$ cat src/rtl/weighted_burst_arbiter.sv
// Round-robin burst arbiter that moves words from a set of FWFT source FIFOs
// into a single sink FIFO, granting each owner up to MAX_BURST words.
module weighted_burst_arbiter #(
  parameter int unsigned WIDTH   = 6,
  parameter int unsigned DWIDTH  = 32,
  parameter int unsigned BURST_W = 8
) (
  input  logic                      BUS_CLK,
  input  logic                      BUS_RST,
  input  logic [WIDTH-1:0]          ENABLE_MASK,
  input  logic [BURST_W-1:0]        MAX_BURST,
  input  logic [WIDTH-1:0]          WRITE_REQ,
  input  logic [WIDTH-1:0]          HOLD_REQ,
  input  logic [WIDTH*DWIDTH-1:0]   DATA_IN,
  input  logic                      SINK_READY,
  output logic [WIDTH-1:0]          READ_GRANT,
  output logic                      WRITE_OUT,
  output logic [DWIDTH-1:0]         DATA_OUT,
  output logic [WIDTH-1:0]          OWNER
);

  localparam int unsigned IDX_W = (WIDTH > 1) ? $clog2(WIDTH) : 1;
  localparam int unsigned CNT_W = BURST_W + 1;

  typedef enum logic {
    IDLE  = 1'b0,
    BURST = 1'b1
  } state_t;

  state_t             state;
  state_t             state_nxt;
  logic [IDX_W-1:0]   last_owner;
  logic [IDX_W-1:0]   pick;
  logic               found;
  logic [WIDTH-1:0]   cand;
  logic [BURST_W-1:0] burst_cnt;
  logic               owner_req;
  logic               owner_en;
  logic               owner_hold;
  logic               pop;
  logic               limit_hit;

  // Round-robin search starting just after the previous owner.
  always_comb begin
    cand  = WRITE_REQ & ENABLE_MASK;
    found = 1'b0;
    pick  = last_owner;
    for (int unsigned i = 1; i <= WIDTH; i++) begin
      if (!found && cand[(32'(last_owner) + i) % WIDTH]) begin
        found = 1'b1;
        pick  = IDX_W'((32'(last_owner) + i) % WIDTH);
      end
    end
  end

  // last_owner doubles as the owner index while in BURST.
  always_comb begin
    owner_req  = WRITE_REQ[last_owner];
    owner_en   = ENABLE_MASK[last_owner];
    owner_hold = HOLD_REQ[last_owner];
    pop        = (state == BURST) && owner_req && SINK_READY && owner_en && !BUS_RST;
    READ_GRANT = pop ? (WIDTH'(1) << last_owner) : '0;
    limit_hit  = (MAX_BURST != '0) &&
                 ((CNT_W'(burst_cnt) + CNT_W'(pop)) >= CNT_W'(MAX_BURST));
  end

  always_comb begin
    state_nxt = state;
    case (state)
      IDLE: begin
        if (found) state_nxt = BURST;
      end
      BURST: begin
        if (!owner_en || (!owner_hold && (limit_hit || !owner_req))) state_nxt = IDLE;
      end
      default: state_nxt = IDLE;
    endcase
  end

  always_ff @(posedge BUS_CLK) begin
    if (BUS_RST) state <= IDLE;
    else         state <= state_nxt;
  end

  always_ff @(posedge BUS_CLK) begin
    if (BUS_RST) begin
      OWNER      <= '0;
      last_owner <= IDX_W'(WIDTH - 1);
      burst_cnt  <= '0;
      WRITE_OUT  <= 1'b0;
      DATA_OUT   <= '0;
    end else begin
      WRITE_OUT <= pop;
      if (pop) begin
        DATA_OUT <= DATA_IN[32'(last_owner)*DWIDTH +: DWIDTH];
        if (burst_cnt != '1) burst_cnt <= burst_cnt + BURST_W'(1);
      end
      if (state == IDLE && found) begin
        OWNER      <= WIDTH'(1) << pick;
        last_owner <= pick;
        burst_cnt  <= '0;
      end else if (state == BURST && state_nxt == IDLE) begin
        OWNER <= '0;
      end
    end
  end

endmodule

$ cat config.mk
export PLATFORM = sky130hd
export DESIGN_NAME = weighted_burst_arbiter
export DESIGN_NICKNAME = d
export VERILOG_FILES = /design/src/rtl/weighted_burst_arbiter.sv
export SDC_FILE = /design/constraint.sdc
export NUM_CORES = 1
export LEC_CHECK = 0
export CAP_MARGIN = 20
export CORE_UTILIZATION = 41
export CTS_CLUSTER_DIAMETER = 40
export CTS_CLUSTER_SIZE = 10
export DETAILED_ROUTE_END_ITERATION = 8
export PLACE_DENSITY = 0.89
export SLEW_MARGIN = 20
export SYNTH_ARGS = -nofsm -noshare
export SYNTH_HDL_FRONTEND = slang
export SYNTH_SLANG_ARGS = --single-unit
$ cat constraint.sdc
create_clock -name BUS_CLK -period 5 [get_ports BUS_CLK]
set_clock_uncertainty 0.05 [all_clocks]
set_input_delay 1 -clock BUS_CLK [delete_from_list [all_inputs] [get_ports BUS_CLK]]
set_output_delay 1 -clock BUS_CLK [all_outputs]
set_load 0.005 [all_outputs]
# Word-level counts from Yosys, hierarchy flattened
# Cells that the tools add are included.
# op_classes
n_bitwise,3
n_div,6
add_sub_neg,8
n_shift,3
mux,36
reduce_logical,28
order_cmp,8
n_eq_ne,1
# ops
operator,n
< comparator 32 x 4 -> 1 bit (second input constant),6
modulo 32 x 3 -> 32 bit (second input constant),6
indexed part select 192 x 9 -> 32 bit,1
binary-select mux 1 bit (select 3 bit),9
2-to-1 mux 3 bit,6
2-to-1 mux 6 bit,3
2-to-1 mux 1 bit,17
logical AND 1 bit,13
adder 3 x 3 -> 4 bit (second input constant),3
<< shifter 1 x 3 -> 6 bit (first input constant),2
adder 8 x 1 -> 9 bit,1
greater-or-equal comparator 9 x 8 -> 1 bit,1
logical NOT 1 bit,9
adder 3 x 2 -> 4 bit (second input constant),2
adder 8 x 1 -> 8 bit (second input constant),1
inequality test 8 bit (second input constant),1
nonzero test 8 bit,1
AND 6 bit,1
adder 3 x 1 -> 4 bit (second input constant),1
< comparator 3 x 4 -> 1 bit (second input constant),1
logical OR 1 bit,2
inverter 1 bit,2
case mux 1 bit (2 select lines),1
AND reduction 2 bit,1
2 further kinds,2
# word_totals
register_bits,51
out_inout_bits,45
elab_cells,99

# Longest topological paths before layout
# depth
word_depth,26
ltp_mapped,21
depth_no_buf,17

# Worst setup path before layout
# Ideal clock, no wire load.
# synth_timing
kind,register to register
start,register last_owner[0]
end,register OWNER[1]
setup_slack_ns,0.501
setup_time_ns,0.060
stages_incl_launch_ff,19
path_buffers,5
synth_period_minus_slack_ns,4.499
t_required_ns,4.890
arrival_ns,4.389
path_cell_list,dfxtp_1 -> buf_6 -> buf_6 -> buf_6 -> buf_2 -> buf_1 -> inv_1 -> ha_1 -> xor2_2 -> inv_2 -> ha_1 -> nor2b_1 -> a21oi_1 -> o32ai_1 -> o31ai_2 -> or4_1 -> a32o_2 -> nor3_4 -> a32o_1
# synth_via
elab_chain_cells,25
elab_cells_between_ends,74
cone_classes,7 x add/sub; 6 x div; 1 x order compare; 1 x shift; 34 x mux; 1 x bitwise; 24 x reduce/logical
# synth_lines
item,line_no,text
start: declaration,32,logic [IDX_W-1:0] last_owner;
start signal: assignment,88,last_owner <= IDX_W'(WIDTH - 1);
start signal: assignment,100,last_owner <= pick;
adder 3 x 1 -> 4 bit,"49, 51",
modulo 32 x 3 -> 32 bit,"49, 51",
binary-select mux 1 bit (select 3 bit),49,if (!found && cand[(32'(last_owner) + i) % WIDTH]) begin
2-to-1 mux 1 bit (implied by the code),49,
2-to-1 mux 1 bit,49,
logical NOT 1 bit,49,
logical AND 1 bit,49,
2-to-1 mux 1 bit,49,
[9 not listed],n/a,
logical NOT 1 bit,49,
logical AND 1 bit,49,
2-to-1 mux 1 bit,49,
2-to-1 mux 1 bit,71,if (found) state_nxt = BURST;
case mux 1 bit (2 select lines),69,case (state)
inverter 1 bit,102,end else if (state == BURST && state_nxt == IDLE) begin
logical AND 1 bit,102,
nonzero test 2 bit (no source line),n/a,
end signal: assignment,99,OWNER <= WIDTH'(1) << pick;
end: declaration,19,output logic [WIDTH-1:0] OWNER
# Several ways; a longest one is shown, not always the timed one. The select of a mux whose other input is x is not followed.
# A chain may end at the register's enable or synchronous reset.

# Worst setup path in the final report
# layout_timing
start,input port ENABLE_MASK[1]
end,output port READ_GRANT[1]
# layout_via
elab_chain_cells,5
# layout_lines
item,line_no,text
start: declaration,10,"input logic [WIDTH-1:0] ENABLE_MASK,"
binary-select mux 1 bit (select 3 bit),59,owner_en = ENABLE_MASK[last_owner];
2-to-1 mux 1 bit (implied by the code),59,
logical AND 1 bit (2 in a row),61,pop = (state == BURST) && owner_req && SINK_READY && owner_en && !BUS_RST;
2-to-1 mux 6 bit,62,READ_GRANT = pop ? (WIDTH'(1) << last_owner) : '0;
end: declaration,16,"output logic [WIDTH-1:0] READ_GRANT,"
# Every way passes these cells. The select of a mux whose other input is x is not followed.

==> flow_metrics.tcl <==
set metrics [dict create \
    finalMaxSlewViolations 0 \
    finalNonFillerCells 981 \
    vias 5681 \
    r2r_slack_ns 0.73 \
    min_period_over_period_pct 91.8 \
    dpl_cell_area_mm2 0.00780 \
    gp_congestion 0.934 \
    yosys-top-cells-count "nor2_1 (90), a21oi_1 (51), dfxtp_1 (51)" \
    rsz0062_at_grt "no" \
    ys.flop_type "dfxtp_1" \
    synth-compound-area-share_pct 20.1 \
    syn_to_final_growth_pct 58.6 \
    tightest_slew_ns 0.977 \
    power_frac_clock_pct 13.7 \
    synth_cell_types 77 \
    synth-xor-area-share_pct 2.75 \
    switchingPower_uw 1370 \
    cpMostUsedCell "clkdlybuf4s50_1" \
    cap_violations 0 \
    portBuffers 265 \
    syn-mean-instance-area_um2 8.59 \
    p_sw_share_pct 44.9 \
    viasPerCell 5.79 \
    wl_um 19000 \
    cts_setup_buffers 0 \
    grt_use_total_pct 29.5 \
    core_region_area_mm2 0.0120 \
    status "finished clean" \
    top_level_ports 266 \
    final_nets 1081 \
    tritoncts "built" \
    min_to "DATA_OUT[16]" \
    drt-pass1-iter-count 5 \
    ir_drop_mv 0.221 \
    synthAdderAreaFrac_pct 6.95 \
    yosys.cell_count.top_type "nor2_1" \
    yosysSeqAreaShare_pct 20.2 \
    fin_area_mm2 0.00800 \
    slew_headroom_pct 34.9 \
    wl_per_cell_um 19.4 \
    grt_max_degree 59 \
    cts_buffers 5 \
    root_buffer "clkbuf_16" \
    die_h_um 113 \
    synthTopCellsByArea "dfxtp_1 (20%), mux4_2 (16%), mux2i_1 (7.3%)" \
    utilization_pct 66.6 \
    antenna_left 0 \
    clk_pin_slew_ns 0.07 \
    row_count 40 \
    setup_viol 0 \
    synth_top_family_by_area "multiplexers" \
    synth_cells 587 \
    p_comb_share_pct 69.4 \
    dp.cells 972 \
    grt_pass1_vias 5414 \
    synth.area.mux_share_pct 23.9 \
    finalHoldViolations 0 \
    die_w_um 113 \
    worstPathRequired_ns 3.95 \
    cts_resized 0 \
    seq_power_share_pct 16.8 \
    synthArstFlopShare_pct 0 \
    cp_max_fo 13 \
    crit_arrival_ns 3.54 \
    fmax_mhz 218 \
    antenna_found_initial 2 \
    dpl.hpwl_um 15600 \
    path_class "in -> out" \
    period_needed_ns 4.59 \
    min_delay_path_depth 2 \
    start_util_pct 42.0 \
    clock_latency_ns 0.29 \
    rr_worst_depth 12 \
    clk_path_buf_depth 2 \
    grt_first_pass_wirelength_um 29000 \
    drc_errors 0 \
    cts_sinks 51 \
    synth_fp_nets 836 \
    setup_tns_ns 0 \
    worstPathCellList "clkdlybuf4s50_1 -> mux4_1 -> a21oi_1 -> nand2b_1 -> or4b_1 -> inv_2 -> buf_4 -> nand2_1 -> nor2_1 -> clkdlybuf4s50_1" \
    worstHoldPathType "reg -> reg" \
    synth_edf_count 0 \
    synth_area_leader_cell "dfxtp_1" \
    crit_path_end_kind "output pin" \
    regToRegStartpoint "last_owner[0]" \
    power.density_mw_per_mm2 383 \
    die-area_mm2 0.0127 \
    critPathMaxStageDelay_ns 0.51 \
    synth_seq_cells 51 \
    synthSimpleGateAreaFrac_pct 20.0 \
    syn-cell-area_mm2 0.00504 \
    r2r_end "OWNER[1]" \
    synthDominantCellAreaShare_pct 20.2 \
    hp-start "DATA_OUT[16]" \
    yosysWarnings 0 \
    p_int_uw 1690 \
    layout-drive-gt1-share_pct 9.84 \
    crit_slowest_cell "clkdlybuf4s50_1" \
    grt_overflow 0 \
    cp-start-kind "input pin" \
    cts-hold-fix-buffers 0 \
    p_leak_uw 0.00311 \
    drt_iter0_drc 443 \
    htree_levels 2 \
]
[critical path, delay by kind of cell]
kind                   cells  cell delay (ns)
AND/OR/NAND/NOR            4             0.87
buffers and inverters      4             1.30
AO/OA/AOI/OAI              1             0.10
multiplexers               1             0.25
[cells by family after synthesis]
| group | Yosys count |
|---|---|
| DFF | 51 |
| adders and majority gates | 28 |
| and+or+nand+nor | 202 |
| muxes | 74 |
| AOI/OAI and AO/OA | 146 |
| buffers and inverters | 71 |
| xor gates and xnor gates | 15 |
[power groups by stage]
stage / clock [µW] / sequential [µW] / combinational, µW
after floorplan: 0 / 479 / 1540
after global placement: 0 / 522 / 2050
after detailed placement: 0 / 524 / 2080
after CTS: 428 / 515 / 2090
after global routing: 441 / 523 / 2300
final: 420 / 515 / 2120
[sequential cells by signal, summed over array words and instances, names as in the netlist]
signal	flops
DATA_OUT	32
OWNER	6
WRITE_OUT	1
burst_cnt	8
last_owner	3
state	1
[worst max-delay path by stage]
stage	start	to	slack [ns]
after floorplan	last_owner[0]	OWNER[1]	0.50
after global placement	ENABLE_MASK[1]	OWNER[2]	0.32
after detailed placement	ENABLE_MASK[1]	OWNER[3]	0.21
after CTS	ENABLE_MASK[1]	READ_GRANT[1]	0.42
after global routing	ENABLE_MASK[5]	OWNER[1]	0.1
final	ENABLE_MASK[1]	READ_GRANT[1]	0.41
[cells in the final DEF, fill, tap and decap left out, types with 10 or more instances in the layout]
cell type	netlist	routed
nand3_1	18	18
nand4_1	13	13
ha_1	28	28
inv_1	24	24
buf_4	1	16
nand2_1	23	23
mux4_2	35	35
clkdlybuf4s50_1	0	264
mux2i_1	37	37
nor2_1	90	90
a211oi_1	36	36
o21ai_0	10	10
dfxtp_1	51	49
a21oi_1	51	51
[per-layer routing]
metal	vias to the layer above	part of all wire (%)	track usage, %
li1	2713	-	-
met1	2673	38	35.7
met2	266	51	53.2
met3	27	8.9	7.07
met4	2	1.7	6.40
met5	-	0.058	0
[cell type report]
type	count	area, µm²
Clock buffer	6	150
Timing Repair Buffer	281	2770
Inverter	28	105
Antenna cell	1	2.50
Fill cell	966	4020
Clock inverter	2	37.5
Multi-Input combinational cell	465	3720
Sequential cell	51	1030
Tap cell	147	184
[per-stage QoR]
stage | total power [µW] | hold slack (ns) | setup slack (ns)
CTS | 3040 | 0.445 | 0.421
finish | 3060 | 0.448 | 0.409
detailed placement | 2610 | 0.434 | 0.205
floorplan | 2020 | 0.406 | 0.501
global route | 3270 | 0.452 | 0.0961
global placement | 2570 | 0.432 | 0.316
Note: power is estimated with default switching activity, not from simulation.
